`src/rtl/i2s_pkg.sv`:
```
// Shared I2S definitions: word width, word-select polarity and the receiver state encoding.
package i2s_pkg;

  localparam int WORD_W = 16;
  localparam int CNT_W  = 5;

  // Word-select level that marks the left slot.
  localparam logic WS_LEFT = 1'b0;

  typedef enum logic [1:0] {
    ST_HUNT  = 2'd0,
    ST_ALIGN = 2'd1,
    ST_RUN   = 2'd2
  } i2s_state_e;

endpackage

```
`src/rtl/i2s_sync_edge.sv`:
```
// Multi-flop synchronizer for asynchronous pins, with an optional rising-edge pulse output.
module i2s_sync_edge #(
  parameter int STAGES  = 2,
  parameter int WIDTH   = 1,
  parameter bit EDGE_EN = 1'b1
) (
  input  logic             clk48m,
  input  logic             rst,
  input  logic [WIDTH-1:0] async_in,
  output logic [WIDTH-1:0] sync,
  output logic [WIDTH-1:0] rise
);

  logic [WIDTH-1:0] stage_q [STAGES];

  always_ff @(posedge clk48m) begin
    if (rst) begin
      for (int i = 0; i < STAGES; i++) stage_q[i] <= '0;
    end else begin
      stage_q[0] <= async_in;
      for (int i = 1; i < STAGES; i++) stage_q[i] <= stage_q[i-1];
    end
  end

  assign sync = stage_q[STAGES-1];

  if (EDGE_EN) begin : g_edge
    logic [WIDTH-1:0] prev_q;

    always_ff @(posedge clk48m) begin
      if (rst) prev_q <= '0;
      else     prev_q <= sync;
    end

    assign rise = sync & ~prev_q;
  end else begin : g_plain
    assign rise = '0;
  end

endmodule

```
`src/rtl/i2s_receiver.sv`:
```
// I2S slave receiver: recovers 16-bit left/right words from sclk/lrclk/din sampled on clk48m.
//   state    | meaning
//   ST_HUNT  | no slot boundary seen yet; waiting for any ws change
//   ST_ALIGN | one boundary seen; waiting for a right->left boundary to start on a frame edge
//   ST_RUN   | slots are completed at each boundary; a right slot publishes the pair
module i2s_receiver
  import i2s_pkg::*;
#(
  parameter int SYNC_STAGES = 2,
  parameter int TIMEOUT     = 256
) (
  input  logic              clk48m,
  input  logic              rst,
  input  logic              sclk,
  input  logic              lrclk,
  input  logic              din,
  output logic [WORD_W-1:0] left,
  output logic [WORD_W-1:0] right,
  output logic              frame_valid,
  output logic              locked,
  output logic              short_err
);

  localparam int TMR_W = $clog2(TIMEOUT + 1);

  logic              sclk_rise;
  logic              sclk_sync_unused;
  logic [1:0]        data_sync;
  logic [1:0]        data_rise_unused;
  logic              ws_cur;
  logic              din_s;

  i2s_state_e        state;
  logic              ws_prev_q;
  logic [CNT_W-1:0]  bit_cnt_q;
  logic [WORD_W-1:0] shreg_q;
  logic [WORD_W-1:0] left_stage_q;
  logic [TMR_W-1:0]  tmr_q;

  logic [WORD_W-1:0] word_ins;
  logic              boundary;
  logic              timeout;
  logic              slot_short;

  i2s_sync_edge #(.STAGES(SYNC_STAGES), .WIDTH(1), .EDGE_EN(1'b1)) u_sync_sclk (
    .clk48m  (clk48m),
    .rst     (rst),
    .async_in(sclk),
    .sync    (sclk_sync_unused),
    .rise    (sclk_rise)
  );

  i2s_sync_edge #(.STAGES(SYNC_STAGES), .WIDTH(2), .EDGE_EN(1'b0)) u_sync_data (
    .clk48m  (clk48m),
    .rst     (rst),
    .async_in({lrclk, din}),
    .sync    (data_sync),
    .rise    (data_rise_unused)
  );

  assign ws_cur = data_sync[1];
  assign din_s  = data_sync[0];

  // Bits land left-aligned at their final position, so a short slot is zero-filled for free.
  always_comb begin
    word_ins = shreg_q;
    if (!bit_cnt_q[CNT_W-1]) word_ins[4'd15 - bit_cnt_q[3:0]] = din_s;
  end

  assign boundary   = sclk_rise && (ws_cur != ws_prev_q);
  assign timeout    = (tmr_q == TMR_W'(1));
  assign slot_short = (bit_cnt_q < CNT_W'(WORD_W - 1));

  always_ff @(posedge clk48m) begin
    if (rst) begin
      state        <= ST_HUNT;
      ws_prev_q    <= 1'b0;
      bit_cnt_q    <= '0;
      shreg_q      <= '0;
      left_stage_q <= '0;
      tmr_q        <= '0;
      left         <= '0;
      right        <= '0;
      frame_valid  <= 1'b0;
      locked       <= 1'b0;
      short_err    <= 1'b0;
    end else begin
      frame_valid <= 1'b0;

      // Down-counter reloads on every bit clock; reaching zero means the bit clock has stopped.
      if (sclk_rise)          tmr_q <= TMR_W'(TIMEOUT);
      else if (tmr_q != '0)   tmr_q <= tmr_q - TMR_W'(1);

      if (sclk_rise) ws_prev_q <= ws_cur;

      if (timeout) begin
        state     <= ST_HUNT;
        bit_cnt_q <= '0;
        shreg_q   <= '0;
        locked    <= 1'b0;
      end else if (boundary) begin
        bit_cnt_q <= '0;
        shreg_q   <= '0;
        case (state)
          ST_HUNT:  state <= ST_ALIGN;
          ST_ALIGN: if (ws_prev_q != WS_LEFT && ws_cur == WS_LEFT) state <= ST_RUN;
          ST_RUN: begin
            if (slot_short) short_err <= 1'b1;
            if (ws_prev_q == WS_LEFT) begin
              left_stage_q <= word_ins;
            end else begin
              left        <= left_stage_q;
              right       <= word_ins;
              frame_valid <= 1'b1;
              locked      <= 1'b1;
            end
          end
          default:  state <= ST_HUNT;
        endcase
      end else if (sclk_rise && !bit_cnt_q[CNT_W-1]) begin
        shreg_q   <= word_ins;
        bit_cnt_q <= bit_cnt_q + CNT_W'(1);
      end
    end
  end

endmodule

```
`config.mk`:
```
export PLATFORM = sky130hd
export DESIGN_NAME = i2s_receiver
export DESIGN_NICKNAME = d
export VERILOG_FILES = /design/src/rtl/i2s_pkg.sv /design/src/rtl/i2s_sync_edge.sv /design/src/rtl/i2s_receiver.sv
export SDC_FILE = /design/constraint.sdc
export NUM_CORES = 1
export LEC_CHECK = 0
export BUFFER_PORTS_ARGS = -buffer_cell sky130_fd_sc_hd__buf_2
export CORE_MARGIN = 4
export CORE_UTILIZATION = 40
export DETAILED_ROUTE_END_ITERATION = 12
export PLACE_DENSITY = 0.57
export SETUP_SLACK_MARGIN = 0.15
export SYNTH_ARGS = -nofsm -noshare
export SYNTH_HDL_FRONTEND = slang
export SYNTH_SLANG_ARGS = --single-unit
```
`constraint.sdc`:
```
create_clock -name clk48m -period 2.4 [get_ports clk48m]
set_input_delay 0 -clock clk48m [delete_from_list [all_inputs] [get_ports clk48m]]
set_output_delay 0 -clock clk48m [all_outputs]
set_load 0.02 [all_outputs]
```
== Yosys cells after proc, flatten, opt, wreduce, memory -nomap -nowiden ==
Memory sizes are Yosys's and may differ from the RTL's.
Cells that the tools add are included.
Word-level totals
  bits in latches: 0
  bits in read-only memories: 0
  word-level logic and storage cells: 70
  input port bits: 5
  flip-flop bits (word level): 85
  bits in writable memories: 6
  memories: 2
  output and inout bits: 35
Memories
  u_sync_data.stage_q: depth 2, width 2, read ports 2, clocked after memory_dff 0, write ports 2, line i2s_sync_edge.sv:14  | logic [WIDTH-1:0] stage_q [STAGES];
  u_sync_sclk.stage_q: depth 2, width 1, read ports 2, clocked after memory_dff 0, write ports 2, line i2s_sync_edge.sv:14
Operators by class
  bitwise logic cells: 11
  muxes and demuxes: 16
  multipliers: 0
  reduce and logical (&&, ||, !) cells: 17
  add/subtract/negate cells: 3
  order comparisons: 3
  div/mod/pow operators: 0
  equal/unequal tests: 5
  shift-type cells: 0
Operator list (count)
  9-bit two-way mux: 2
  16-bit bitwise mux: 1
  16-bit two-way mux: 1
  4-bit AND reduction: 3
  9-bit by 1-bit equality test with 1-bit output (second input constant): 1
  9-bit nonzero test: 1
  9-bit by 1-bit subtractor with 9-bit output (second input constant): 1
  1-bit two-way mux: 7
  2-bit two-way mux: 3
  1-bit NOT: 6
  2-bit one-hot mux with 3 select lines: 1
  3-bit AND reduction: 2
  5-bit by 1-bit adder with 5-bit output (second input constant): 1
  4-bit by 5-bit less-than comparator with 1-bit output (second input constant): 1
  5-bit by 4-bit less-than comparator with 1-bit output (second input constant): 1
  1-bit demux with 4-bit select: 1
  4-bit by 1-bit >= comparator with 1-bit output (second input constant): 1
  1-bit logical AND: 4
  1-bit OR: 4
  2-bit OR reduction: 2
  4-bit OR reduction: 1
  4-bit subtractor (first input constant): 1
  3-bit OR reduction: 1
  2-bit by 1-bit equality test with 1-bit output (second input constant): 1
  other kinds (7): 7

== Depth between registers and ports, before layout ==
Gate-level depths: netlist of the first run.
  depth after elaboration: 7
  depth in mapped cells: 7
  depth with buffers taken out: 6

== Hierarchy ==
From an unflattened synthesis of the first run, not the netlist that was laid out.
Second synthesis, totals
  cell total of the unflattened synthesis: 380
  area total of the unflattened synthesis: 3671.0 um2
Modules (own cells, without submodules)
  i2s_receiver: sequential area each 1681.6 um2, area an instance 3444.6 um2, cells each 360, instances 1
  i2s_sync_edge at u_sync_data: sequential area each 80.1 um2, area an instance 138.9 um2, cells each 13, instances 1
  i2s_sync_edge at u_sync_sclk: sequential area each 60.1 um2, area an instance 87.6 um2, cells each 7, instances 1

== Worst setup path before layout of the first run ==
No wires, ideal clock.
  path kind: register to register
  start: mem u_sync_data.stage_q[1][1], in the netlist u_sync_data.stage_q[0][3]
  end: reg right[12]
  setup time: 0.086 ns
  clock period less this slack: 1.979 ns
  stages on the path, launching flop included: 8
  setup slack: 0.421 ns
  data arrival time: 1.894 ns
  required time: 2.314 ns
  cells stage by stage: dfxtp_1 -> inv_1 -> ha_1 -> nor3b_1 -> o211a_1 -> buf_2 -> a21oi_1 -> a211oi_1
RTL lines
  from (decl): line i2s_sync_edge.sv:14
  to (signal assigned): line i2s_receiver.sv:113  | right <= word_ins;
  to (decl): line i2s_receiver.sv:18  | output logic [WORD_W-1:0] right,

== Worst setup path in the final report of the first run ==
  start: reg tmr_q[0]
  end: reg left_stage_q[9]
On the way
  cells in the longest elaborated chain, start to end: 3
Ends and longest elaborated chain
  from (decl): line i2s_receiver.sv:38  | logic [TMR_W-1:0] tmr_q;
  from (signal assigned): line i2s_receiver.sv:91  | if (sclk_rise) tmr_q <= TMR_W'(TIMEOUT);
  from (signal assigned): line i2s_receiver.sv:92  | else if (tmr_q != '0) tmr_q <= tmr_q - TMR_W'(1);
  9-bit by 1-bit equality test with 1-bit output: line i2s_receiver.sv:71  | assign timeout = (tmr_q == TMR_W'(1));
  1-bit NOT (no source line)
  4-bit AND reduction (no source line)
  to (signal assigned): line i2s_receiver.sv:110  | left_stage_q <= word_ins;
  to (decl): line i2s_receiver.sv:37  | logic [WORD_W-1:0] left_stage_q;
Every way passes these cells.
A chain may end at the register's enable or synchronous reset.

==> impl_metrics.json, run 1 <==
{
  "htree_num_levels": 3,
  "drtPass1Iterations": 4,
  "fp.dieW_um": 105.3,
  "grt_pass1_wl_mm": 14.09,
  "placed_cells": 554,
  "yosysWarningCount": 0,
  "post-route-period-util_pct": 83.27,
  "place_area_um2": 4060,
  "numPortBuffers": 39,
  "cp.required_ps": 2620,
  "start_kind": "flip-flop",
  "fmax_mhz": 500.4,
  "nNetsFinal": 458,
  "drt-initial-drc-count": 144,
  "drv_cap": 0,
  "path_clk_slew_ps": 90,
  "fin_skew_ps": 12.43,
  "wire_per_inst_um": 14.22,
  "postSynthRegisterBits": 91,
  "finish.instance_area_um2": 4379,
  "areaGrowthSynthToFinish_pct": 15.66,
  "rsz0062_at_grt": "false",
  "die_area_um2": 11090,
  "drive_gt1_share_pct": 18.85,
  "ys.flop_type": "dfxtp_1",
  "cts_buffers": 9,
  "netlist_area_um2": 3786,
  "fin_crit_ps": 1999,
  "synth_top_area_share_pct": 48.12,
  "synth_nets": 423,
  "grt_pass1_vias": 2839,
  "tightest_slew_ps": 588.7,
  "yosysSeqAreaShare_pct": 48.12,
  "via_count": 2978,
  "die_h_um": 105.3,
  "arrival_ps": 2220,
  "cp-end-kind": "flip-flop",
  "peakVddDrop_mv": 0.2914,
  "synth_top_area_cell": "dfxtp_1",
  "syn_avg_cell_area_um2": 9.212,
  "maxSlewHeadroom_pct": 60.70,
  "fin_setup_tns_ps": 0,
  "p_total_mw": 3.437,
  "async_reset_ff_share_pct": 0,
  "antenna_found_initial": 0,
  "antenna_cells": 0,
  "clk_path_buf_depth": 2,
  "p_per_area_nw_per_um2": 784.9,
  "core-area_um2": 9240,
  "synthDistinctLibCells": 43,
  "fin_cells": 580,
  "dp_hpwl_mm": 5.437,
  "grtUsageTotal_pct": 15.54,
  "drv_slew": 0,
  "outcome": "finished, final reports clean",
  "hold_path_class": "flip-flop to flip-flop",
  "grt_max_degree": 52,
  "cts_tree": "done",
  "gp_congestion": 0.7650,
  "drc": 0,
  "criticalPathCategory": "flip-flop to flip-flop",
  "drtAntennaViolNets": 0,
  "nFillCells": 901,
  "synth_edf_count": 0,
  "rows": 35,
  "routed_wirelength_mm": 8.250,
  "cts.sinks": 91,
  "leakage_nw": 1.586,
  "top_level_ports": 40,
  "cp_max_fo": 50,
  "start_util_pct": 40.97,
  "gr-total-overflow": 0,
  "clock_latency_ps": 360,
  "syn_inst": 411,
  "via_per_inst": 5.134,
  "cts-root-buf": "clkbuf_8",
  "finalHoldViolCount": 0,
  "synth.area.top_cells": "dfxtp_1 48%, a21oi_1 8.1%, a211oi_1 7.9%",
  "setup_viol": 0
}
## synthesized netlist by cell type (all sizes together) (2+ instances only)
cell type  instances
a41oi              2
mux2i             16
a21oi             61
nor3b              2
buf                9
o21ai             21
a211oi            50
nand4b             4
xnor2              3
nor2b              9
nand3             16
dfxtp             91
nor2              33
or3                6
nand2             20
inv                9
nor3               9
ha                 7
clkbuf            26
## state kept, by name, summed over array words and instances (netlist names)
signal and flops:
u_sync_sclk.stage_q 2, u_sync_data.stage_q 4, tmr_q 9, ws_prev_q 1
locked 1, state 2, short_err 1, bit_cnt_q 5
frame_valid 1, left_stage_q 16, u_sync_sclk.g_edge.prev_q 1, right 16
shreg_q 16, left 16
## layout make-up
type	instances	area (um2)	area share, %
clock inverters	6	72.57	1.657
well taps	129	161.4	3.686
repair buffers	59	379.1	8.657
inverters	9	33.78	0.7714
clock buffers	10	137.6	3.143
multi-input cells	276	1773	40.49
flip-flops and latches	91	1822	41.60
## where the power goes
| group | total [mW] | leakage (nW) | switching [mW] | internal [mW] |
|---|---|---|---|---|
| sequential | 1.71 | 0.737 | 0.102 | 1.61 |
| combinational | 0.656 | 0.745 | 0.364 | 0.292 |
| clock | 1.07 | 0.103 | 0.552 | 0.519 |
## worst max-delay path: stages (launching register included)
cell and delay (ps):
dfxtp_1 410, ha_1 180, or4b_1 510, o211a_1 250
buf_6 210, a21oi_1 230, a211oi_2 60
## metrics by stage
| step | hold slack, ps | util (%) | worst slack [ps] |
|---|---|---|---|
| floorplan | 128.2 | - | 420.5 |
| global placement | 212.1 | 43.94 | 334.3 |
| detailed placement | 219.4 | 43.94 | 256.6 |
| CTS | 445.8 | 46.97 | 244.6 |
| global route | 469.7 | 47.39 | 209.4 |
| finish | 441.6 | 47.39 | 401.4 |
## placed cells by master (no fill, tap or decap), types with 2 or more instances in the layout
| cell | instances |
|---|---|
| a21oi_1 | 61 |
| or3_1 | 6 |
| clkbuf_8 | 10 |
| a211oi_1 | 40 |
| o21ai_0 | 20 |
| nand4b_1 | 4 |
| inv_1 | 9 |
| nand2_1 | 20 |
| nor2_4 | 2 |
| nand3_1 | 16 |
| buf_2 | 39 |
| a211oi_2 | 10 |
| clkinv_4 | 3 |
| mux2i_1 | 16 |
| nor2b_1 | 9 |
| ha_1 | 7 |
| dfxtp_1 | 91 |
| buf_4 | 11 |
| nor3_1 | 9 |
| xnor2_1 | 3 |
| nor2_1 | 31 |
| a41oi_1 | 2 |
| dlygate4sd3_1 | 7 |
## final timing paths
check | startpoint | to | slack [ps] | depth (start not counted)
hold / removal | u_sync_data.stage_q[0][0] | u_sync_data.stage_q[0][2] | 440 | 1
hold reg to reg | u_sync_data.stage_q[0][0] | u_sync_data.stage_q[0][2] | 440 | 1
setup reg to reg | tmr_q[0] | left_stage_q[9] | 400 | 6
setup / recovery | tmr_q[0] | left_stage_q[9] | 400 | 6
## kinds of logic after synthesis
family | count (synthesis) | share of synthesized area, %
compound gates | 141 | 24.42
buf+inv | 44 | 5.221
flops | 91 | 48.12
mux | 16 | 4.230
fa+ha+maj | 7 | 2.313
xor+xnor | 4 | 0.9255
simple gates | 108 | 14.77
## metal layers
metal / vias up / GRT usage, % / routed length [um]
met4: 0 / 4.592 / 99
met1: 1370 / 22.92 / 4276
met5: - / 0 / 0
li1: 1554 / - / -
met3: 7 / 4.287 / 363
met2: 47 / 21.95 / 3511
## repair_timing
item / in CTS / in global routing
hold buffers: 7 / 0
hold endpoints to repair: 8 / 0
resized for setup: 0 / 1
endpoints found under the setup margin: 0 / 22
buffers inserted: 0 / 3
No activity file was read; power rests on OpenSTA's default activity.
==> inputs of run 2 (changes only) <==
--- a/config.mk
+++ b/config.mk
@@ -9,7 +9,7 @@
 export CORE_MARGIN = 4
 export CORE_UTILIZATION = 40
 export DETAILED_ROUTE_END_ITERATION = 12
-export PLACE_DENSITY = 0.57
+export PLACE_DENSITY = 0.59
 export SETUP_SLACK_MARGIN = 0.15
 export SYNTH_ARGS = -nofsm -noshare
 export SYNTH_HDL_FRONTEND = slang
==> constraint.sdc (replaced) <==
create_clock -name clk48m -period 1.6 [get_ports clk48m]
set_input_delay 0 -clock clk48m [delete_from_list [all_inputs] [get_ports clk48m]]
set_output_delay 0 -clock clk48m [all_outputs]
set_load 0.02 [all_outputs]
==> run 2 against run 1 <==
  * The run now ends with negative setup slack left
  * Total power grew 84%
  * Sequential cell count is the same
  * Combinational power grew to 3.5 times the previous value
  * Register-to-register slack lost 690 ps
  * Hold slack lost 42 ps
  * Clock power grew 43%
  * Clock skew grew 4.1 ps
  * Critical path depth grew 1
  * Die area is the same
  * Fmax grew 5.8%
  * Highest routed layer unchanged
==> impl_metrics.json, run 2 (same netlist as run 1, synthesis figures left out) <==
{
  "post-route-period-util_pct": 118.1,
  "fin_crit_ps": 1889,
  "clock_latency_ps": 370,
  "drive_gt1_share_pct": 51.28,
  "dp_hpwl_mm": 6.350,
  "clkPwrFrac_pct": 24.1,
  "rrSetupSlack_ps": -290,
  "place_area_um2": 4533,
  "numPortBuffers": 39,
  "drv_slew": 0,
  "cts-root-buf": "clkbuf_8",
  "p_seq_share_pct": 39.8,
  "cts.sinks": 91,
  "rsz0062_at_grt": "true",
  "drtAntennaViolNets": 0,
  "setup_viol": 59,
  "clk_path_buf_depth": 2,
  "cp.required_ps": 1840,
  "antenna_found_initial": 0,
  "drc": 0,
  "placed_cells": 599,
  "via_per_inst": 5.404,
  "peakVddDrop_mv": 0.7786,
  "finish.instance_area_um2": 5707,
  "violations": "negative setup slack",
  "cts_tree": "done",
  "post-place-ws_ps": -297.9,
  "path_clk_slew_ps": 100,
  "maxSlewHeadroom_pct": 62.55,
  "start_kind": "flip-flop",
  "layout.cells.most_common_list": "84 x dfxtp_1, 46 x buf_4, 45 x a211oi_2",
  "via_count": 3437,
  "final_common_cell": "dfxtp_1",
  "rows": 35,
  "fin_ws_ps": -289.2,
  "fin_cells": 636,
  "p_total_mw": 6.334,
  "antenna_cells": 0,
  "hold_path_class": "input pin to flip-flop",
  "power_switching_mw": 2.128,
  "htree_num_levels": 3,
  "gr-total-overflow": 0,
  "wire_per_inst_um": 16.78,
  "start_util_pct": 40.97,
  "fin_skew_ps": 16.48,
  "sw_frac_of_total_pct": 33.60,
  "arrival_ps": 2130,
  "grt_pass1_vias": 3271,
  "finalHoldViolCount": 0,
  "nNetsFinal": 514,
  "die_area_um2": 11090,
  "gp_congestion": 0.8192,
  "criticalPathCategory": "flip-flop to flip-flop",
  "core-area_um2": 9240,
  "p_comb_share_pct": 36.1,
  "cts_buffers": 9,
  "drtPass1Iterations": 4,
  "leakage_nw": 2.056,
  "outcome": "complete, but fails checks",
  "fin_util_pct": 61.76,
  "drv_cap": 0,
  "fmax_mhz": 529.3,
  "grtUsageTotal_pct": 17.68,
  "p_per_area_nw_per_um2": 1110,
  "areaGrowthSynthToFinish_pct": 50.73,
  "top_level_ports": 40,
  "grt_pass1_wl_mm": 16.11,
  "drt-initial-drc-count": 158,
  "tightest_slew_ps": 561.8,
  "die_h_um": 105.3,
  "cp-end-kind": "flip-flop",
  "internal-power_mw": 4.206,
  "grt_max_degree": 37,
  "cp_max_fo": 8,
  "routed_wirelength_mm": 10.68,
  "fp.dieW_um": 105.3
}
-- run 2: power by group through the flow --
stage / combinational [mW] / sequential [mW] / clock [mW]
after floorplan: 0.886 / 2.61 / 0
after global routing: 2.46 / 2.54 / 1.66
final: 2.29 / 2.52 / 1.53
after CTS: 1.90 / 2.52 / 1.56
after global placement: 1.48 / 2.55 / 0
after detailed placement: 1.52 / 2.56 / 0
-- run 2: final timing paths --
kind,cells past startpoint,end,startpoint
setup / recovery,7,right[11],tmr_q[1]
hold / removal,3,u_sync_data.stage_q[0][1],lrclk
setup reg to reg,7,right[11],tmr_q[1]
hold reg to reg,1,u_sync_sclk.stage_q[0][1],u_sync_sclk.stage_q[0][0]
-- run 2: metal layers --
layer,vias to the layer above,routed length (um),global-route usage [%]
met1,1689,4653,21.59
met3,15,352,4.470
li1,1674,-,-
met4,0,129,4.124
met5,-,0,0
met2,59,5538,31.15
-- run 2: cell type report --
| type | instances | area (um2) |
|---|---|---|
| clock buffers | 9 | 123.9 |
| clock inverters | 7 | 67.56 |
| fillers | 751 | 3533 |
| inverters | 9 | 41.29 |
| multi-input cells | 276 | 2452 |
| flip-flops and latches | 91 | 1841 |
| well taps | 129 | 161.4 |
| repair buffers | 115 | 1020 |
-- run 2: timing repair --
action                                 in CTS  in global routing
pin swaps                                  20                 31
buffers inserted                            5                  6
setup endpoints to repair                  82                 83
endpoints found under the hold margin       6                  0
gates cloned                                1                  5
gates resized for setup                    66                102
hold buffers                                4                  0
-- run 2: through the flow --
stage / hold WS, ps / TNS, ps
6_report: 399.8 / -13030
5_1_grt: 404.2 / -16360
4_1_cts: 405.1 / -10740
3_5_place_dp: 218.9 / -13310
3_3_place_gp: 218.9 / -12110
2_1_floorplan: 128.2 / -6218
-- run 2: critical path: stages, from the launching register on --
cell and delay (ps):
dfxtp_2 340, inv_2 70, ha_4 120, or4b_4 490
o211a_4 320, clkbuf_16 190, a21oi_2 160, a211oi_2 50
